File: src/rtl/pipeline_hazard_controller_pkg.sv
// Shared types and constants for the pipeline hazard controller.
// State encodings, enable/flush bundles and the NOP used on flush.
package pipeline_hazard_controller_pkg;

  localparam int REG_ADDR_W = 5;
  localparam int SQ_W = 2;
  localparam logic [31:0] NOP_INSN = 32'h00000013;

  typedef enum logic [1:0] {
    ST_RUN       = 2'd0,
    ST_SQUASH    = 2'd1,
    ST_LU_BUBBLE = 2'd2
  } hz_state_e;

  typedef struct packed {
    logic pc;
    logic if_id;
    logic id_ex;
    logic ex_mem;
    logic mem_wb;
  } hz_en_t;

  typedef struct packed {
    logic if_id;
    logic id_ex;
  } hz_flush_t;

  // Front end held, ID/EX takes a bubble, back end drains.
  function automatic hz_en_t en_front_stall();
    hz_en_t e;
    e.pc     = 1'b0;
    e.if_id  = 1'b0;
    e.id_ex  = 1'b1;
    e.ex_mem = 1'b1;
    e.mem_wb = 1'b1;
    return e;
  endfunction

endpackage

File: src/rtl/pipeline_hazard_controller_if.sv
// Hazard inputs and stall/flush outputs of the hazard controller.
// master: the controller; slave: the pipeline datapath side.
interface pipeline_hazard_controller_if #(
  parameter int REG_ADDR_W =
    pipeline_hazard_controller_pkg::REG_ADDR_W,
  parameter int CNT_W = 32
);

  logic                  IMEM_BUSYWAIT;
  logic                  DMEM_BUSYWAIT;
  logic [REG_ADDR_W-1:0] ID_RS1;
  logic [REG_ADDR_W-1:0] ID_RS2;
  logic                  ID_USES_RS1;
  logic                  ID_USES_RS2;
  logic                  EX_MEM_READ;
  logic [REG_ADDR_W-1:0] EX_RD;
  logic                  BRANCH_TAKEN;
  logic                  PC_EN;
  logic                  IF_ID_EN;
  logic                  ID_EX_EN;
  logic                  EX_MEM_EN;
  logic                  MEM_WB_EN;
  logic                  IF_ID_FLUSH;
  logic                  ID_EX_FLUSH;
  logic [CNT_W-1:0]      STALL_COUNT;
  logic [CNT_W-1:0]      FLUSH_COUNT;

  modport master (
    input  IMEM_BUSYWAIT, DMEM_BUSYWAIT,
    input  ID_RS1, ID_RS2,
    input  ID_USES_RS1, ID_USES_RS2,
    input  EX_MEM_READ, EX_RD,
    input  BRANCH_TAKEN,
    output PC_EN, IF_ID_EN, ID_EX_EN,
    output EX_MEM_EN, MEM_WB_EN,
    output IF_ID_FLUSH, ID_EX_FLUSH,
    output STALL_COUNT, FLUSH_COUNT
  );

  modport slave (
    output IMEM_BUSYWAIT, DMEM_BUSYWAIT,
    output ID_RS1, ID_RS2,
    output ID_USES_RS1, ID_USES_RS2,
    output EX_MEM_READ, EX_RD,
    output BRANCH_TAKEN,
    input  PC_EN, IF_ID_EN, ID_EX_EN,
    input  EX_MEM_EN, MEM_WB_EN,
    input  IF_ID_FLUSH, ID_EX_FLUSH,
    input  STALL_COUNT, FLUSH_COUNT
  );

endinterface

File: src/rtl/pipeline_hazard_controller_sat_counter.sv
// Saturating event counter used for the stall/flush statistics.
// Sticks at all-ones instead of wrapping.
module hazard_sat_counter
  import pipeline_hazard_controller_pkg::*;
#(
  parameter int CNT_W = 32
) (
  input  logic             CLK,
  input  logic             RESET,
  input  logic             INC,
  output logic [CNT_W-1:0] COUNT
);

  logic [CNT_W-1:0] r_count;

  always_ff @(posedge CLK) begin
    if (RESET) begin
      r_count <= '0;
    end else if (INC && (r_count != '1)) begin
      r_count <= r_count + 1'b1;
    end
  end

  assign COUNT = r_count;

endmodule

File: src/rtl/pipeline_hazard_controller.sv
// Stall/flush sequencer for the 5-stage pipeline: branch squash
// window, one-shot load-use bubble, cache waits and counters.
module pipeline_hazard_controller #(
  parameter int REG_ADDR_W =
    pipeline_hazard_controller_pkg::REG_ADDR_W,
  parameter int FLUSH_CYCLES = 1,
  parameter int CNT_W = 32
) (
  input logic CLK,
  input logic RESET,
  pipeline_hazard_controller_if.master bus
);

  import pipeline_hazard_controller_pkg::*;

  localparam logic [SQ_W-1:0] SQ_INIT =
    SQ_W'(FLUSH_CYCLES - 1);

  hz_state_e       r_state;
  hz_state_e       w_nxt;
  logic [SQ_W-1:0] r_sq;
  logic [SQ_W-1:0] w_sq_nxt;
  hz_en_t          w_en;
  hz_flush_t       w_fl;

  logic [REG_ADDR_W-1:0] w_rs1;
  logic [REG_ADDR_W-1:0] w_rs2;
  logic [REG_ADDR_W-1:0] w_rd;
  logic                  w_hit1;
  logic                  w_hit2;
  logic                  w_lu;
  logic                  w_stall_inc;
  logic                  w_flush_inc;
  logic [CNT_W-1:0]      w_stall_cnt;
  logic [CNT_W-1:0]      w_flush_cnt;

  assign w_rs1  = bus.ID_RS1;
  assign w_rs2  = bus.ID_RS2;
  assign w_rd   = bus.EX_RD;
  assign w_hit1 = bus.ID_USES_RS1 && (w_rs1 == w_rd);
  assign w_hit2 = bus.ID_USES_RS2 && (w_rs2 == w_rd);
  assign w_lu   = bus.EX_MEM_READ && (w_rd != '0)
                && (w_hit1 || w_hit2);

  always_comb begin
    w_en     = '0;
    w_fl     = '0;
    w_nxt    = r_state;
    w_sq_nxt = r_sq;
    if (RESET) begin
      w_nxt    = ST_RUN;
      w_sq_nxt = '0;
    end else if (bus.DMEM_BUSYWAIT) begin
      // Global freeze: EX is held, so a taken branch re-presents.
      w_en = '0;
    end else if (bus.BRANCH_TAKEN) begin
      w_en     = '1;
      w_fl     = '1;
      w_nxt    = (FLUSH_CYCLES > 1) ? ST_SQUASH : ST_RUN;
      w_sq_nxt = (FLUSH_CYCLES > 1) ? SQ_INIT : '0;
    end else if (r_state == ST_SQUASH) begin
      w_en    = '1;
      w_en.pc = !bus.IMEM_BUSYWAIT;
      w_fl    = '1;
      if (!bus.IMEM_BUSYWAIT) begin
        w_sq_nxt = r_sq - SQ_W'(1);
        if (r_sq == SQ_W'(1)) begin
          w_nxt = ST_RUN;
        end
      end
    end else if (r_state == ST_RUN && w_lu) begin
      w_en       = en_front_stall();
      w_fl.id_ex = 1'b1;
      w_nxt      = ST_LU_BUBBLE;
    end else begin
      w_nxt = ST_RUN;
      if (bus.IMEM_BUSYWAIT) begin
        w_en       = en_front_stall();
        w_fl.id_ex = 1'b1;
      end else begin
        w_en = '1;
      end
    end
  end

  always_ff @(posedge CLK) begin
    if (RESET) begin
      r_state <= ST_RUN;
      r_sq    <= '0;
    end else begin
      r_state <= w_nxt;
      r_sq    <= w_sq_nxt;
    end
  end

  assign bus.PC_EN       = w_en.pc;
  assign bus.IF_ID_EN    = w_en.if_id;
  assign bus.ID_EX_EN    = w_en.id_ex;
  assign bus.EX_MEM_EN   = w_en.ex_mem;
  assign bus.MEM_WB_EN   = w_en.mem_wb;
  assign bus.IF_ID_FLUSH = w_fl.if_id;
  assign bus.ID_EX_FLUSH = w_fl.id_ex;

  assign w_stall_inc = !RESET && !w_en.pc;
  assign w_flush_inc = w_fl.if_id;

  hazard_sat_counter #(.CNT_W(CNT_W)) u_stall_cnt (
    .CLK   (CLK),
    .RESET (RESET),
    .INC   (w_stall_inc),
    .COUNT (w_stall_cnt)
  );

  hazard_sat_counter #(.CNT_W(CNT_W)) u_flush_cnt (
    .CLK   (CLK),
    .RESET (RESET),
    .INC   (w_flush_inc),
    .COUNT (w_flush_cnt)
  );

  assign bus.STALL_COUNT = w_stall_cnt;
  assign bus.FLUSH_COUNT = w_flush_cnt;

endmodule

File: src/flat_wrapper.sv
// flat-port wrapper written by rule: the top's interface ports become plain ports
module pipeline_hazard_controller_flat import pipeline_hazard_controller_pkg::*;
#(
  parameter int REG_ADDR_W =
    pipeline_hazard_controller_pkg::REG_ADDR_W,
  parameter int FLUSH_CYCLES = 1,
  parameter int CNT_W = 32
)
  (CLK, RESET, bus_IMEM_BUSYWAIT, bus_DMEM_BUSYWAIT, bus_ID_RS1, bus_ID_RS2, bus_ID_USES_RS1, bus_ID_USES_RS2, bus_EX_MEM_READ, bus_EX_RD, bus_BRANCH_TAKEN, bus_PC_EN, bus_IF_ID_EN, bus_ID_EX_EN, bus_EX_MEM_EN, bus_MEM_WB_EN, bus_IF_ID_FLUSH, bus_ID_EX_FLUSH, bus_STALL_COUNT, bus_FLUSH_COUNT);
  pipeline_hazard_controller_if #(.REG_ADDR_W(REG_ADDR_W), .CNT_W(CNT_W)) bus_i ();
  input logic CLK;
  input logic RESET;
  input wire logic [$bits(bus_i.IMEM_BUSYWAIT)-1:0] bus_IMEM_BUSYWAIT;
  input wire logic [$bits(bus_i.DMEM_BUSYWAIT)-1:0] bus_DMEM_BUSYWAIT;
  input wire logic [$bits(bus_i.ID_RS1)-1:0] bus_ID_RS1;
  input wire logic [$bits(bus_i.ID_RS2)-1:0] bus_ID_RS2;
  input wire logic [$bits(bus_i.ID_USES_RS1)-1:0] bus_ID_USES_RS1;
  input wire logic [$bits(bus_i.ID_USES_RS2)-1:0] bus_ID_USES_RS2;
  input wire logic [$bits(bus_i.EX_MEM_READ)-1:0] bus_EX_MEM_READ;
  input wire logic [$bits(bus_i.EX_RD)-1:0] bus_EX_RD;
  input wire logic [$bits(bus_i.BRANCH_TAKEN)-1:0] bus_BRANCH_TAKEN;
  output wire logic [$bits(bus_i.PC_EN)-1:0] bus_PC_EN;
  output wire logic [$bits(bus_i.IF_ID_EN)-1:0] bus_IF_ID_EN;
  output wire logic [$bits(bus_i.ID_EX_EN)-1:0] bus_ID_EX_EN;
  output wire logic [$bits(bus_i.EX_MEM_EN)-1:0] bus_EX_MEM_EN;
  output wire logic [$bits(bus_i.MEM_WB_EN)-1:0] bus_MEM_WB_EN;
  output wire logic [$bits(bus_i.IF_ID_FLUSH)-1:0] bus_IF_ID_FLUSH;
  output wire logic [$bits(bus_i.ID_EX_FLUSH)-1:0] bus_ID_EX_FLUSH;
  output wire logic [$bits(bus_i.STALL_COUNT)-1:0] bus_STALL_COUNT;
  output wire logic [$bits(bus_i.FLUSH_COUNT)-1:0] bus_FLUSH_COUNT;
  assign bus_i.IMEM_BUSYWAIT = bus_IMEM_BUSYWAIT;
  assign bus_i.DMEM_BUSYWAIT = bus_DMEM_BUSYWAIT;
  assign bus_i.ID_RS1 = bus_ID_RS1;
  assign bus_i.ID_RS2 = bus_ID_RS2;
  assign bus_i.ID_USES_RS1 = bus_ID_USES_RS1;
  assign bus_i.ID_USES_RS2 = bus_ID_USES_RS2;
  assign bus_i.EX_MEM_READ = bus_EX_MEM_READ;
  assign bus_i.EX_RD = bus_EX_RD;
  assign bus_i.BRANCH_TAKEN = bus_BRANCH_TAKEN;
  assign bus_PC_EN = bus_i.PC_EN;
  assign bus_IF_ID_EN = bus_i.IF_ID_EN;
  assign bus_ID_EX_EN = bus_i.ID_EX_EN;
  assign bus_EX_MEM_EN = bus_i.EX_MEM_EN;
  assign bus_MEM_WB_EN = bus_i.MEM_WB_EN;
  assign bus_IF_ID_FLUSH = bus_i.IF_ID_FLUSH;
  assign bus_ID_EX_FLUSH = bus_i.ID_EX_FLUSH;
  assign bus_STALL_COUNT = bus_i.STALL_COUNT;
  assign bus_FLUSH_COUNT = bus_i.FLUSH_COUNT;
  pipeline_hazard_controller #(.REG_ADDR_W(REG_ADDR_W), .FLUSH_CYCLES(FLUSH_CYCLES), .CNT_W(CNT_W)) u_core (.CLK(CLK), .RESET(RESET), .bus(bus_i));
endmodule
File: config.mk
export PLATFORM = sky130hd
export DESIGN_NAME = pipeline_hazard_controller_flat
export DESIGN_NICKNAME = d
export VERILOG_FILES = /design/src/rtl/pipeline_hazard_controller_pkg.sv /design/src/rtl/pipeline_hazard_controller_if.sv /design/src/rtl/pipeline_hazard_controller_sat_counter.sv /design/src/rtl/pipeline_hazard_controller.sv /design/src/flat_wrapper.sv
export SDC_FILE = /design/constraint.sdc
export NUM_CORES = 1
export LEC_CHECK = 0
export ABC_AREA = 1
export ABC_CLOCK_PERIOD_IN_PS = 2200
export CORE_MARGIN = 10
export CORE_UTILIZATION = 52
export CTS_CLUSTER_SIZE = 28
export DETAILED_ROUTE_END_ITERATION = 6
export PLACE_DENSITY = 0.88
export SETUP_SLACK_MARGIN = 0.2
export SLEW_MARGIN = 20
export SYNTH_ARGS = -nofsm -noshare
export SYNTH_HDL_FRONTEND = slang
export SYNTH_HIERARCHICAL = 1
export SYNTH_SLANG_ARGS = --single-unit
File: constraint.sdc
create_clock -name CLK -period 2.2 [get_ports CLK]
set_input_delay 0.44 -clock CLK [delete_from_list [all_inputs] [get_ports CLK]]
set_output_delay 0.44 -clock CLK [all_outputs]
set_load 0.05 [all_outputs]
==> flow_metrics.env <==
export IMPL_antennaDiodeCount=0
export IMPL_fp_dieH_um=112.7
export IMPL_n_fill_cell=690
export IMPL_vdd_drop_max_v=0.0002880
export IMPL_slew_headroom_pct=63.27
export IMPL_regArea_um2=1301
export IMPL_holdPathStages=2
export IMPL_io_pins=94
export IMPL_clk_pin_slew_ns=0.07
export IMPL_critPathKind="in -> reg"
export IMPL_coreArea_um2=8299
export IMPL_worstReg2RegEnd="u_core/u_stall_cnt/COUNT[21]"
export IMPL_grt_setup_unrepaired="yes"
export IMPL_endpoint_kind="register"
export IMPL_wire_per_inst_um=14.57
export IMPL_power_density_nw_per_um2=402.2
export IMPL_maxCapViolCount=0
export IMPL_fp_dieW_um=112.7
export IMPL_status="finished clean"
export IMPL_post_drt_via_cell_ratio=5.561
export IMPL_p_comb_share_pct=11.3
export IMPL_dieArea_um2=12700
export IMPL_cp_startpoint="bus_EX_RD[0]"
export IMPL_worst_setup_path_start_kind="input pin"
export IMPL_p_sw_w=0.0006550
export IMPL_slew_violations=0
export IMPL_drt_initial_drc_count=276
export IMPL_syn_to_final_growth_pct=31.33
export IMPL_io_buffers=93
export IMPL_synth_yosys_seq_area_share_pct=29.12
export IMPL_final_nets=861
export IMPL_cp_data_required_time_ns=2.48
export IMPL_cts_buffer_depth=2
export IMPL_dpl_hpwl_um=10200
export IMPL_timing_final_crit_share_pct=88.85
export IMPL_min_period_ns=1.955
export IMPL_hold_path_class="reg -> reg"
export IMPL_rr_startpoint="u_core/u_stall_cnt/COUNT[0]"
export IMPL_power_leakage_nw=2.891
export IMPL_cp_data_arrival_time_ns=2.24
export IMPL_max_freq_mhz=511.6
export IMPL_htree_levels=3
export IMPL_place_gp_congestion=0.9470
export IMPL_clockPowerShare_pct=38.5
export IMPL_swShare_pct=27.75
export IMPL_p_int_w=0.001706
export IMPL_finalSetupViolations=0
export IMPL_syn_cell_area_um2=4469
export IMPL_drc=0
export IMPL_reg2reg_setup_slack_ns=0.31
export IMPL_detail_route_antenna_nets=0
export IMPL_antenna_found_initial=0
export IMPL_grt_pass1_wl_um=22130
export IMPL_worstMarginPinSlew_ns=0.5531
export IMPL_worst_r2r_cell_count=8
export IMPL_cts_inserted_buffers=9
export IMPL_seqPwrFrac_pct=50.1
export IMPL_p_total_w=0.002361
export IMPL_postSynthCellCount=725
export IMPL_grt_max_degree=42
export IMPL_grt_use_total_pct=20.10
export IMPL_drive_gt1_share_pct=19.86
export IMPL_overflow=0
export IMPL_min_from="u_core/u_flush_cnt/COUNT[1]"
export IMPL_clock_latency_ns=0.34
export IMPL_hold_path_end="u_core/u_flush_cnt/COUNT[1]"
export IMPL_multi_input_area_um2=2835
export IMPL_first_global_vias=4939
export IMPL_yosysWarnings=6
export IMPL_clock_skew_ns=0.01244
export IMPL_cts_root_buf="clkbuf_8"
export IMPL_rows=33
export IMPL_synth_seq_cells=65
export IMPL_syn_nets=750
export IMPL_clkSinkCount=65
export IMPL_wl_um=13780
export IMPL_crit_fanout=5
export IMPL_fin_tns_setup_ns=0
export IMPL_hold_viol_final=0
export IMPL_num_vias=5261
export IMPL_ys_types=28
export IMPL_cts_tree="done"
export IMPL_initial_core_util_pct=53.85
export IMPL_dr_pass1_iters=5
export IMPL_syn_area_per_cell_um2=6.165
==> metal layers <==
layer  vias up  share of wire, %  wire length (um)  GRT usage [%]
met2       246                52              7111          36.48
met4         0               3.7               506          8.122
li1       2529                 -                 -              -
met5         -                 0                 0              0
met1      2433                37              5048          21.44
met3        53               8.1              1113          5.494
==> cell usage in the layout (no fill, tap or decap), drive strengths merged, types with 3 or more instances in the layout <==
master / instances
a21oi: 40
a31oi: 10
buf: 47
clkbuf: 11
clkdlybuf4s50: 3
clkinv: 8
dfxtp: 65
dlygate4sd2: 63
dlymetal6s2s: 3
inv: 80
nand2: 227
nand3: 65
nand4: 29
nor2: 170
nor3: 9
==> logic make-up after synthesis <==
group                      share of synthesized area [%]
adders and majority gates                         0.5598
buffers and inverters                              10.61
AOI/OAI and AO/OA                                  6.467
and+or+nand+nor                                    53.25
DFF                                                29.12
==> layout make-up <==
| class | count | share of cell area (%) |
|---|---|---|
| timing repair buffer | 119 | 18.91 |
| clock buffer | 10 | 2.174 |
| inverter | 83 | 5.457 |
| clock inverter | 6 | 0.7461 |
| multi-input combinational | 558 | 48.31 |
| tap | 105 | 2.238 |
| sequential | 65 | 22.17 |
==> cells in the mapped netlist <==
| library cell | n | area share [%] |
|---|---|---|
| nand2_1 | 206 | 17 |
| nor2_1 | 148 | 12 |
| inv_1 | 69 | 5.8 |
| dfxtp_1 | 65 | 29 |
| nand3_1 | 51 | 5.7 |
| a21oi_1 | 37 | 4.1 |
| nand4_1 | 25 | 3.5 |
| nand2_2 | 15 | 2.1 |
| nand3_2 | 14 | 3.1 |
| nor2_2 | 12 | 1.7 |
| a31oi_1 | 10 | 1.4 |
| buf_6 | 10 | 2.5 |
| inv_2 | 10 | 0.84 |
| nor2_4 | 8 | 2.0 |
| nor3_1 | 7 | 0.78 |
| nand2_4 | 6 | 1.5 |
| buf_2 | 4 | 0.45 |
| clkinv_1 | 4 | 0.34 |
| nand4_2 | 4 | 1.1 |
| a21oi_2 | 3 | 0.59 |
| buf_4 | 3 | 0.50 |
| and2_1 | 2 | 0.28 |
| buf_1 | 2 | 0.17 |
| ha_1 | 2 | 0.56 |
| nand3b_1 | 2 | 0.34 |
| nor2_8 | 2 | 0.90 |
| nor3_2 | 2 | 0.45 |
| o21a_1 | 2 | 0.34 |
==> critical path: stages <==
cell and delay [ns]:
buf_4 0.13, nand2_1 0.06, nand2_1 0.05, nor2_1 0.10, nand3_1 0.10, nand2_2 0.10, nand2_4 0.06, nand2_4 0.07
nand2_4 0.07, a21oi_4 0.18, inv_2 0.08, buf_12 0.13, nor3_2 0.29, nand3_1 0.15, nand2_1 0.09, clkinv_1 0.06
nor2_2 0.09
==> worst max-delay path by stage <==
stage | endpoint | slack (ns) | cells after the start
2_1_floorplan | u_core/u_flush_cnt/COUNT[25] | 0.19 | 11
3_3_place_gp | u_core/u_stall_cnt/COUNT[19] | -0.35 | 18
3_5_place_dp | u_core/u_stall_cnt/COUNT[31] | -0.46 | 18
4_1_cts | bus_IF_ID_EN | 0.20 | 13
5_1_grt | u_core/u_stall_cnt/COUNT[20] | 0.15 | 17
6_report | u_core/u_stall_cnt/COUNT[20] | 0.25 | 17
==> stage by stage <==
| stage | utilization (%) | hold slack [ns] | instance area (um^2) | setup slack [ns] | instances |
|---|---|---|---|---|---|
| after floorplan | - | 0.5091 | 4501 | 0.1853 | 725 |
| after global placement | 68.11 | 0.4878 | 5653 | -0.3462 | 925 |
| after detailed placement | 68.11 | 0.4909 | 5653 | -0.4594 | 925 |
| after CTS | 68.96 | 0.4994 | 5723 | 0.2012 | 945 |
| after global routing | 70.72 | 0.5072 | 5869 | 0.1477 | 946 |
| final | 70.72 | 0.5003 | 5869 | 0.2452 | 946 |
==> registers in the layout, indices dropped and copies added (netlist names) <==
register	flops
u_core/r_state	1
u_core/u_flush_cnt/COUNT	32
u_core/u_stall_cnt/COUNT	32
==> power by group through the flow <==
stage,Clock [W],Combinational [W],Sequential (W)
6_report,0.000910,0.000267,0.00118
4_1_cts,0.000929,0.000247,0.00118
2_1_floorplan,0,0.000121,0.00122
3_3_place_gp,0,0.000249,0.00121
3_5_place_dp,0,0.000256,0.00121
5_1_grt,0.000972,0.000286,0.00118
==> repair_timing <==
item / CTS / global route
setup endpoints to repair: 98 / 43
pin swaps: 24 / 25
gates resized for setup: 128 / 46
setup buffers: 4 / 1
cloned: 0 / 0
hold buffers: 0 / 0
Note: power is estimated with default switching activity, not from simulation.
